<file path="config.mk">
export PLATFORM = sky130hd
export DESIGN_NAME = ibex_mem_arbiter
export DESIGN_NICKNAME = d
export VERILOG_FILES = /design/src/rtl/ibex_mem_arb_pkg.sv /design/src/rtl/ibex_mem_arb_id_fifo.sv /design/src/rtl/ibex_mem_arbiter.sv
export SDC_FILE = /design/constraint.sdc
export NUM_CORES = 1
export LEC_CHECK = 0
export BUFFER_PORTS_ARGS = -buffer_cell sky130_fd_sc_hd__buf_2
export CAP_MARGIN = 30
export CORE_AREA = 3 3 108 110
export CTS_BUF_LIST = sky130_fd_sc_hd__clkbuf_8
export CTS_CLUSTER_SIZE = 30
export DETAILED_ROUTE_END_ITERATION = 7
export DIE_AREA = 0 0 111 113
export GPL_TIMING_DRIVEN = 0
export SLEW_MARGIN = 20
export SYNTH_ARGS = -nofsm -noshare
export SYNTH_HDL_FRONTEND = slang
export SYNTH_SLANG_ARGS = --single-unit
export TNS_END_PERCENT = 30
</file>
<file path="constraint.sdc">
create_clock -name clk_i -period 2.16 [get_ports clk_i]
set_clock_uncertainty 0.1 [all_clocks]
set_input_delay 0.108 -clock clk_i [delete_from_list [all_inputs] [get_ports clk_i]]
set_output_delay 0.108 -clock clk_i [all_outputs]
set_load 0.02 [all_outputs]
</file>
<file path="src/rtl/ibex_mem_arb_pkg.sv">
// Shared types for the two-to-one instruction/data memory bus arbiter.
package ibex_mem_arb_pkg;

  typedef enum logic {
    ArbSrcInstr = 1'b0,
    ArbSrcData  = 1'b1
  } arb_src_e;

  localparam logic [3:0] InstrBe = 4'hF;

endpackage

</file>
<file path="src/rtl/ibex_mem_arb_id_fifo.sv">
// Outstanding-transaction ID FIFO: records which port issued each granted
// request so in-order responses can be steered back to it.
module ibex_mem_arb_id_fifo
  import ibex_mem_arb_pkg::*;
#(
  parameter int unsigned Depth = 2
) (
  input  logic     clk_i,
  input  logic     rst_i,
  input  logic     push,
  input  arb_src_e push_src,
  input  logic     pop,
  output arb_src_e head,
  output logic     full,
  output logic     empty
);

  localparam int unsigned PtrW = (Depth > 1) ? $clog2(Depth) : 1;
  localparam int unsigned CntW = $clog2(Depth + 1);

  arb_src_e            storage [Depth];
  logic [PtrW-1:0]     wr_ptr;
  logic [PtrW-1:0]     rd_ptr;
  logic [CntW-1:0]     count;

  assign full  = (count == CntW'(Depth));
  assign empty = (count == '0);
  assign head  = storage[rd_ptr];

  function automatic logic [PtrW-1:0] ptr_inc(input logic [PtrW-1:0] ptr);
    return (ptr == PtrW'(Depth - 1)) ? '0 : ptr + 1'b1;
  endfunction

  // NOTE: non-blocking assignments keep every register sampling pre-edge values.
  always_ff @(posedge clk_i or posedge rst_i) begin
    if (rst_i) begin
      wr_ptr <= '0;
      rd_ptr <= '0;
      count  <= '0;
    end else begin
      if (push) wr_ptr <= ptr_inc(wr_ptr);
      if (pop)  rd_ptr <= ptr_inc(rd_ptr);
      if (push && !pop)      count <= count + 1'b1;
      else if (pop && !push) count <= count - 1'b1;
    end
  end

  // NOTE: storage is not reset; head is only consumed while count is non-zero.
  always_ff @(posedge clk_i) begin
    if (push) storage[wr_ptr] <= push_src;
  end

endmodule

</file>
<file path="src/rtl/ibex_mem_arbiter.sv">
// Round-robin arbiter sharing one req/gnt/rvalid memory port between the
// instruction-fetch and load/store ports, with responses routed by issue order.
module ibex_mem_arbiter
  import ibex_mem_arb_pkg::*;
#(
  parameter int unsigned MaxOutstanding = 2,
  parameter logic        ResetDataFirst = 1'b1
) (
  input  logic        clk_i,
  input  logic        rst_i,

  input  logic        instr_req_i,
  output logic        instr_gnt_o,
  input  logic [31:0] instr_addr_i,
  output logic        instr_rvalid_o,
  output logic [31:0] instr_rdata_o,
  output logic        instr_err_o,

  input  logic        data_req_i,
  output logic        data_gnt_o,
  input  logic        data_we_i,
  input  logic [3:0]  data_be_i,
  input  logic [31:0] data_addr_i,
  input  logic [31:0] data_wdata_i,
  output logic        data_rvalid_o,
  output logic [31:0] data_rdata_o,
  output logic        data_err_o,

  output logic        mem_req_o,
  input  logic        mem_gnt_i,
  output logic        mem_we_o,
  output logic [3:0]  mem_be_o,
  output logic [31:0] mem_addr_o,
  output logic [31:0] mem_wdata_o,
  input  logic        mem_rvalid_i,
  input  logic [31:0] mem_rdata_i,
  input  logic        mem_err_i
);

  arb_src_e sel;
  arb_src_e last_src;
  arb_src_e locked_src;
  arb_src_e head;
  logic     locked;
  logic     fifo_full;
  logic     fifo_empty;
  logic     fire;
  logic     resp_valid;

  // NOTE: sel gets a default first so no path through this block infers a latch.
  always_comb begin
    sel = ArbSrcInstr;
    if (locked) begin
      sel = locked_src;
    end else if (instr_req_i && data_req_i) begin
      sel = (last_src == ArbSrcInstr) ? ArbSrcData : ArbSrcInstr;
    end else if (data_req_i) begin
      sel = ArbSrcData;
    end
  end

  // Full blocks the request outright, independent of any same-cycle pop.
  assign mem_req_o   = !rst_i && !fifo_full && (instr_req_i || data_req_i);
  assign fire        = mem_req_o && mem_gnt_i;
  assign instr_gnt_o = fire && (sel == ArbSrcInstr);
  assign data_gnt_o  = fire && (sel == ArbSrcData);

  always_comb begin
    mem_addr_o  = instr_addr_i;
    mem_we_o    = 1'b0;
    mem_be_o    = InstrBe;
    mem_wdata_o = '0;
    if (sel == ArbSrcData) begin
      mem_addr_o  = data_addr_i;
      mem_we_o    = data_we_i;
      mem_be_o    = data_be_i;
      mem_wdata_o = data_wdata_i;
    end
  end

  // An ungranted request pins the source so the bus attributes stay stable.
  always_ff @(posedge clk_i or posedge rst_i) begin
    if (rst_i) begin
      locked     <= 1'b0;
      locked_src <= ArbSrcInstr;
      last_src   <= ResetDataFirst ? ArbSrcInstr : ArbSrcData;
    end else begin
      if (mem_req_o) begin
        locked     <= !mem_gnt_i;
        locked_src <= sel;
      end
      if (fire) last_src <= sel;
    end
  end

  assign resp_valid = mem_rvalid_i && !fifo_empty;

  ibex_mem_arb_id_fifo #(
    .Depth (MaxOutstanding)
  ) u_id_fifo (
    .clk_i    (clk_i),
    .rst_i    (rst_i),
    .push     (fire),
    .push_src (sel),
    .pop      (resp_valid),
    .head     (head),
    .full     (fifo_full),
    .empty    (fifo_empty)
  );

  assign instr_rvalid_o = resp_valid && (head == ArbSrcInstr);
  assign data_rvalid_o  = resp_valid && (head == ArbSrcData);
  assign instr_err_o    = instr_rvalid_o && mem_err_i;
  assign data_err_o     = data_rvalid_o && mem_err_i;
  assign instr_rdata_o  = mem_rdata_i;
  assign data_rdata_o   = mem_rdata_i;

endmodule

</file>
-- Word-level counts from Yosys, hierarchy flattened
Memories as Yosys holds them, arrays and structs flattened.
Index checks and enable logic that the tools add are counted.
- register bits: 7
- memory bits (writable): 2
- bits of input ports: 140
- memories: 1
- memory list (name ; depth ; bits a word ; read ports ; clocked after Yosys merged registers in ; wr ports ; line ; RTL):
    u_id_fifo.storage ; 2 ; 1 ; 1 ; 0 ; 1 ; ibex_mem_arb_id_fifo.sv:21 ; arb_src_e storage [Depth];
- add/sub/neg operators: 4
- equal/unequal tests: 1
- multiplexer cells: 14
- bitwise logic cells: 2
- reductions and logical operators: 22
- operators by type and width (cell ; number):
    32-bit 2-to-1 mux ; 2
    1-bit logical AND ; 13
    1-bit 2-to-1 mux ; 9
    1-bit logical NOT ; 6
    2-bit 2-to-1 mux ; 2
    4-bit 2-to-1 mux ; 1
    1-bit adder (second input constant) ; 2
    2-bit by 1-bit adder with 2-bit output (second input constant) ; 1
    2-bit equality test (second input constant) ; 1
    2-bit logical NOT ; 1
    1-bit NOT ; 2
    2-bit nonzero test ; 1
    2-bit by 1-bit subtractor with 2-bit output (second input constant) ; 1
    1-bit logical OR ; 1

-- Longest topological paths before layout
Gate-level depths: netlist of the first run.
- word-level depth: 9
- mapped depth: 7

-- Hierarchy
A second synthesis of the first run with hierarchy kept.
- cell total of the unflattened synthesis: 182
- area, all modules: 1609.0 sq um
- modules (own cells, without submodules) (module ; times used ; cells an instance ; area each (sq um) ; sequential area each (sq um)):
    ibex_mem_arbiter ; 1 ; 162 ; 1345.0 ; 75.1
    ibex_mem_arb_id_fifo ; 1 ; 20 ; 264.0 ; 160.2

-- Worst setup path after synthesis of the first run
OpenSTA, ideal clock, no wires.
- path kind: reg2reg
- start: register u_id_fifo.count[0]
- end: register u_id_fifo.count[1]
- library setup time: 0.079 ns
- arrival: 1.412 ns
- required time: 1.981 ns
- slack: 0.569 ns
- stages on the path, launching flop included: 8
- path buffers: 0
- period minus slack after synthesis: 1.591 ns
- cells stage by stage: dfrtp_1 > nand2b_1 > nand3_1 > inv_1 > ha_1 > xor2_1 > nor2_1 > xor2_1
- cells in the longest elaborated chain, start to end: 8
- elaborated cells between the ends (all ways): 17
- ends and longest elaborated chain (element ; line ; RTL):
    from (decl) ; ibex_mem_arb_id_fifo.sv:24 ; logic [CntW-1:0] count;
    from (signal assigned) ; ibex_mem_arb_id_fifo.sv:43 ; if (push && !pop) count <= count + 1'b1;
    from (signal assigned) ; ibex_mem_arb_id_fifo.sv:44 ; else if (pop && !push) count <= count - 1'b1;
    2-bit equality test ; ibex_mem_arb_id_fifo.sv:26 ; assign full = (count == CntW'(Depth));
    1-bit logical NOT ; ibex_mem_arbiter.sv:63 ; assign mem_req_o = !rst_i && !fifo_full && (instr_req_i || data_req_i);
    1-bit logical AND (2 in series) ; ibex_mem_arbiter.sv:63 ;
    1-bit logical AND ; ibex_mem_arbiter.sv:64 ; assign fire = mem_req_o && mem_gnt_i;
    1-bit logical NOT ; ibex_mem_arb_id_fifo.sv:44 ;
    1-bit logical AND ; ibex_mem_arb_id_fifo.sv:44 ;
    2-bit nonzero test (no line) ; - ;
Parallel ways exist; a longest one is shown, timed or not. The select of a mux whose other input is x is not followed.
A chain may end at the register's enable or synchronous reset.

-- Worst setup path after layout of the first run
- start: register locked
- end: output mem_addr_o[28]
- cells in the longest elaborated chain, start to end: 2
- ends and longest elaborated chain (element ; line ; RTL):
    from (decl) ; ibex_mem_arbiter.sv:44 ; logic locked;
    from (signal assigned) ; ibex_mem_arbiter.sv:89 ; locked <= !mem_gnt_i;
    1-bit 2-to-1 mux ; ibex_mem_arbiter.sv:53 ; if (locked) begin
    32-bit 2-to-1 mux ; ibex_mem_arbiter.sv:73 ; if (sel == ArbSrcData) begin
    to (decl) ; ibex_mem_arbiter.sv:33 ; output logic [31:0] mem_addr_o,
Every way passes these cells.

==> results of run 1 <==
[where the power goes]
group          internal (mW)  switching, mW  total (mW)
combinational           1.09           1.46        2.55
sequential             0.257         0.0645       0.321
clock                  0.124         0.0643       0.188
[registers in the layout, summed over array words and instances (netlist names)]
signal             flops
locked_src             1
u_id_fifo.count        2
u_id_fifo.storage      2
locked                 1
u_id_fifo.rd_ptr       1
u_id_fifo.wr_ptr       1
last_src               1
[what timing repair did]
action	in CTS	in global routing
hold buffers	1	0
hold endpoints to repair	7	0
endpoints found under the setup margin	0	40
resized for setup	0	2
buffers inserted	0	1
[metrics by stage]
step	cells	util [%]	setup TNS [ns]	setup WS (ns)
6_report	574	28.2	0	0.154
5_1_grt	574	28.2	-0.00203	-0.00203
4_1_cts	573	28.1	0	0.0274
3_5_place_dp	568	27.6	0	0.291
3_3_place_gp	568	27.6	0	0.309
2_1_floorplan	181	-	0	0.569
[worst max path at each step]
stage | from | to | slack (ns) | cells past startpoint
floorplan | u_id_fifo.count[0] | u_id_fifo.count[1] | 0.57 | 7
global placement | locked | mem_addr_o[28] | 0.31 | 5
detailed placement | locked | mem_addr_o[28] | 0.29 | 5
CTS | locked | mem_addr_o[28] | 0.03 | 5
global route | locked | mem_wdata_o[5] | -0.002 | 6
finish | locked | mem_addr_o[28] | 0.15 | 5
[layout by cell type (no fill, tap or decap), types with 2 or more instances in the layout]
| cell type | Yosys | layout |
|---|---|---|
| edfxtp_1 | 2 | 2 |
| clkbuf_8 | 0 | 3 |
| a21oi_1 | 2 | 2 |
| inv_1 | 3 | 4 |
| xnor2_1 | 3 | 3 |
| clkbuf_2 | 1 | 2 |
| xor2_1 | 2 | 2 |
| dfrtp_1 | 7 | 7 |
| buf_2 | 0 | 247 |
| nor2_1 | 5 | 5 |
| mux2_2 | 32 | 32 |
| and2_1 | 35 | 35 |
| clkbuf_1 | 3 | 2 |
| nand2b_1 | 5 | 5 |
| nor2b_1 | 2 | 2 |
| buf_4 | 67 | 68 |
[worst max-delay path, cell delays in order, from the launching register on]
cell and delay [ns]:
dfrtp_1 0.40, nor2b_1 0.09, a22oi_4 0.30, buf_4 0.26, mux2_2 0.35, buf_2 0.16
[metal layers]
metal	up-vias	track usage, %
met5	-	0
met4	0	1.23
met3	2	1.60
met2	110	18.9
met1	921	11.2
li1	1021	-
[layout make-up]
cell class	count	area (µm²)	area share, %
multi-input combinational	97	800	26.3
clock buffer	3	41.3	1.36
buffer	71	520	17.1
inverter	4	15.0	0.493
sequential	9	235	7.73
clock inverter	1	3.75	0.123
timing repair buffer	249	1250	41.2
tap	140	175	5.75
[kinds of logic (layout without fill, tap and decap cells)]
family	after synthesis	in the layout	share of synthesized area, %
adder cells (fa/ha/maj)	1	1	0.797
AND/OR/NAND/NOR	51	51	19.4
XOR/XNOR	5	5	2.79
AO/OA/AOI/OAI	6	6	3.43
flip-flops	9	9	15.0
multiplexers	34	34	24.6
buffers and inverters	75	328	34.1
==> results.md, run 1 <==
- Total wire length: just under 7 mm
- CTS tree: yes
- Sink Count: 9
- Synth top cells by count: buf_4, and2_1, mux2_2, dfrtp_1
- Layout Area Growth over Synthesis: 94.0%
- WL/cell: 12.1 µm
- Most frequent cell after synthesis: buf_4
- Met2 wire len: slightly below 4 mm
- Final Max Tran Viols: 0
- IO Pins: 280
- Syn_area_per_cell: 8.67 µm²
- Placed cell areas: around 3000 µm²
- Worst Path Arrival: 1.80 ns
- CTS max path bufs: 2
- Reg2reg path depth: 7
- DRT iter0 DRCs: 31
- Share of the synthesized area in the top cell type: about a third
- RSZ-0062 raised after global routing: true
- Yosys cell types: 26
- # DRC: 0
- Tmin final: 2.01 ns
- Setup Viol. Count Final: 0
- Root buffer cell: clkbuf_8
- Final Power: about 3.1 mW
- Filler cell count: roughly 1,200
- Yosys warns: 0
- Grt ovf: 0
- Drt pass-1 iters: 4
- H-tree levels: 1
- Post-detail-place hpwl: around 6.4 mm
- Cell taking the most area after synthesis: buf_4
- Horiz. Die Dim: 111 µm
- Mapped Area: 1570 µm²
- Yosys reg bits: 9
- GR Util All Layers: 9.63%
- Met3 wire length: roughly 530 µm
- Leakage: ~1.8 nW
- Routability cong.: between 0.7 and 0.8
- Max-cap violations: 0
- CP Class: flop to primary output
- Synth Net Count: between 300 and 400
- Diodes inserted: 0
- Most used DFF post-synth: dfrtp_1
- Insertion delay to the later sink of the worst-skew pair: between 0.2 and 0.25 ns
- Vias in the first global route: around 2,100
- M1 WL: roughly 2.5 mm
- # rows: 38
- CORE AREA: 10,800 µm²
- Seq/Total Area, Yosys: between 10% and 20%
- Hold endpoint: u_id_fifo.rd_ptr
- Critical Path RT: around 2 ns
- CP endpoint kind: primary output
- Port-buffer cells: 247
- FMAX: roughly 0.50 GHz
- Post-Syn Instances: about 180
- Die Height: between 100 and 150 µm
- Outcome: completed
- Power Density: 1000 nW/µm²
- Vias per inst: approximately 3.6
- Reg clk slew, reported paths: about 0.04 ns
- Antenna violations before repair: 0
- Post-synth ARST share: around 80%
- EDFF count, synth: 2
- Worst hold path startpoint: mem_rvalid_i
- Net count, final: between 500 and 600
- TritonCTS buffer count: 3
- Relative max-transition margin: 70.6%
- Fin area: 3040 µm²
- Setup slack, reg-to-reg: around 0.34 ns
- Startpoint Class: flop
- Worst slew pin tran: 0.438 ns
- VDD IR-drop max: about 0.47 mV
- Hold crit path type: primary input to flop
- Die area: around 13,000 µm²
- Share of cells above drive strength 1: roughly 82%
- Worst r2r dst: u_id_fifo.count[1]
- Fin. Hold Viols: 0
- Synth top area cells: buf_4, mux2_2, and2_1
- Min Hold Slack: ~0.22 ns
- Initial Utilization: approximately 15%
- Antenna viol nets, final: 0
- Largest net degree at the start of global routing: 12
- Crit Path Max Fanout: 10
- DR vias: between 2,000 and 2,500
- R2r startpoint: u_id_fifo.count[0]
- Final period util: between 90 and 100%
- Hold depth: 3
- First-pass GRT wire length: roughly 10 mm
- Uppermost routed layer: met4
(Power assumes the default switching activity.)
==> inputs of run 2 (changes only) <==
CELL_PAD_IN_SITES_DETAIL_PLACEMENT = 0   (was not set)
CELL_PAD_IN_SITES_GLOBAL_PLACEMENT = 2   (was not set)
CORE_AREA = not set   (was 3 3 108 110)
CORE_MARGIN = 3   (was not set)
CORE_UTILIZATION = 11   (was not set)
DIE_AREA = not set   (was 0 0 111 113)
PLACE_DENSITY_LB_ADDON = 0.1   (was not set)
==> run 2 against run 1 <==
Global-route usage shrank 1.0 points. Design area grew 1.4%. Critical endpoint is now mem_addr_o[14]. Critical path type unchanged. Hold slack gained 0.0063 ns. Via count grew 0.19%. Sequential power is essentially flat. Total power shrank 0.48%. Count of clock-buffer cells in the layout is the same. Non-clock buffer count shrank 1.
==> results.md, run 2 (synthesis gave the netlist of run 1 again) <==
- Largest registers: u_id_fifo.count (2), u_id_fifo.storage (2)
- Die area: 15,700 µm² (+25%)
- First-pass GRT wire length: 10.8 mm (+6.9%)
- Power Density: 985 nW/µm² (-1.9%)
- Total wire length: 7.52 mm (+8.3%)
- Final Max Tran Viols: 0 (unchanged)
- H-tree levels: 1 (unchanged)
- Port-buffer cells: 247 (unchanged)
- Vias in the first global route: 2,062 (-2.2%)
- Diodes inserted: 0 (unchanged)
- Crit Path Max Fanout: 10 (unchanged)
- Sw Ratio: 52.3% (+0.23 points)
- Dpl ws: 0.293 ns (+0.00192 ns)
- Insertion delay to the later sink of the worst-skew pair: 0.23 ns (about the same)
- Setup slack, reg-to-reg: 0.37 ns (+0.03 ns)
- VDD IR-drop max: 0.244 mV (-48%)
- Largest net degree at the start of global routing: 12 (unchanged)
- Sw Pwr: 1.59 mW (about the same)
- Post-detail-place hpwl: 6.99 mm (+9.0%)
- GR Util All Layers: 8.62% (-1.0 points)
- Critical Path RT: 1.95 ns (about the same)
- Worst hold path startpoint: mem_gnt_i
- Antenna viol nets, final: 0 (unchanged)
- CP endpoint kind: primary output
- Initial Utilization: 11.3% (-3.3 points)
- Worst Path Arrival: 1.82 ns (+0.02 ns)
- Final period util: 94.1% (+1.2 points)
- Die Height: 125 µm (+11%)
- Critical-path top delay cell: dfrtp_1
- Fin. Hold Viols: 0 (unchanged)
- Sink Count: 9 (unchanged)
- Leakage: 1.81 nW (-0.27%)
- Tmin final: 2.03 ns (+0.0261 ns)
- Reg2reg path depth: 6 (-1)
- Hold endpoint: u_id_fifo.wr_ptr
- CTS max path bufs: 2 (unchanged)
- Layout Area Growth over Synthesis: 96.7%
- FMAX: 0.492 GHz (-1.3%)
- Net count, final: 575 (-0.17%)
- Post-CTS Setup Bufs: 0 (unchanged)
- RSZ-0062 raised after global routing: true
- Setup Viol. Count Final: 0 (unchanged)
- R2r startpoint: u_id_fifo.count[0]
- Commonest cells after routing, fill and taps aside: buf_2, buf_4, and2_1
- Max-cap violations: 0 (unchanged)
- Fin cells: 613 (+6.8%)
- Inst Count DP: 608 (+7.0%)
- Grt ovf: 0 (unchanged)
- Final design utilization: 22.2% (-6.1 points)
- Hold crit path type: primary input to flop
- Logic gate share of total power: 83.3% (about the same)
- TritonCTS buffer count: 3 (unchanged)
- Worst r2r dst: u_id_fifo.count[1]
- Horiz. Die Dim: 125 µm (+13%)
- Min Hold Slack: 0.225 ns (+0.00633 ns)
- Relative max-transition margin: 65.9% (-4.7 points)
- Vias per inst: 3.36 (-6.2%)
- IO Pins: 280 (unchanged)
- CTS tree: yes
- Setup slack after layout: 0.128 ns (-0.0261 ns)
- Share of cells above drive strength 1: 82.0% (about the same)
- Clock power share: 6.2% (about the same)
- DRT iter0 DRCs: 22 (-29%)
- Antenna violations before repair: 0 (unchanged)
- CP Class: flop to primary output
- Critical-path cell list: nor2b_1 -> a22oi_4 -> buf_4 -> mux2_2 -> buf_2
- WL/cell: 12.3 µm (+1.4%)
- Startpoint Class: flop
- Commonest non-fill, non-tap cell in the layout: buf_2
- Routability cong.: 0.724 (-7.4%)
- CORE AREA: 13,900 µm² (+29%)
- Setup TNS: 0 ns (unchanged)
- # DRC: 0 (unchanged)
- Sequential share of power: 10.5% (about the same)
- Internal power: 1.45 mW (-0.97%)
- Outcome: completed
- Hold depth: 3 (unchanged)
- Root buffer cell: clkbuf_8
- Reg clk slew, reported paths: 0.04 ns (about the same)
- Drt pass-1 iters: 3 (-1)
- Max incr delay on CP: 0.39 ns (about the same)
- DR vias: 2,058 (+0.19%)
- Worst slew pin tran: 0.509 ns (+0.0706 ns)
- # rows: 43 (+13%)
[run 2: repair_timing]
| action | CTS | global route |
|---|---|---|
| endpoints found under the hold margin | 7 | 0 |
| gates resized for setup | 0 | 2 |
| setup endpoints to repair | 0 | 17 |
| hold buffers | 1 | 0 |
[run 2: critical path, delay by kind of cell, from the launching register on]
family,cells,cell delay (ns)
AOI/OAI and AO/OA,1,0.33
buffers and inverters,2,0.42
DFF,1,0.39
muxes,1,0.35
and+or+nand+nor,1,0.09
[run 2: routing by layer]
metal | share of wire (%) | global-route usage [%] | up-vias | wire [µm]
li1 | - | - | 1022 | -
met1 | 30 | 8.14 | 895 | 2290
met2 | 58 | 17.9 | 135 | 4350
met3 | 11 | 2.99 | 6 | 819
met4 | 0.73 | 1.08 | 0 | 55
met5 | 0 | 0 | - | 0
[run 2: power by group through the flow]
stage / clock [mW] / sequential [mW] / combinational (mW)
after global routing: 0.209 / 0.331 / 2.76
final: 0.189 / 0.320 / 2.53
after global placement: 0 / 0.321 / 2.63
after detailed placement: 0 / 0.325 / 2.62
after CTS: 0.195 / 0.322 / 2.62
after floorplan: 0 / 0.311 / 1.76
[run 2: cell type report]
type	instances	area, µm²
timing repair buffer	248	1250
multi-input combinational	97	800
clock inverter	1	3.75
fill	1595	10800
sequential	9	235
tap	180	225
clock buffer	3	41.3
inverter	4	15.0
buffer	71	520
[run 2: worst max path at each step]
stage	start	endpoint	slack [ns]	cells after the start
after floorplan	u_id_fifo.count[0]	u_id_fifo.count[1]	0.57	7
after global placement	locked	mem_addr_o[2]	0.29	5
after global routing	locked	mem_wdata_o[4]	-0.006	6
final	locked	mem_addr_o[14]	0.13	5
after detailed placement	locked	mem_addr_o[14]	0.29	5
after CTS	locked	mem_addr_o[14]	0.04	5
[run 2: metrics by stage]
step / total power [mW] / cell area, µm²
floorplan: 2.07 / 1570
global placement: 2.96 / 3030
detailed placement: 2.94 / 3030
CTS: 3.14 / 3090
global route: 3.30 / 3090
finish: 3.04 / 3090
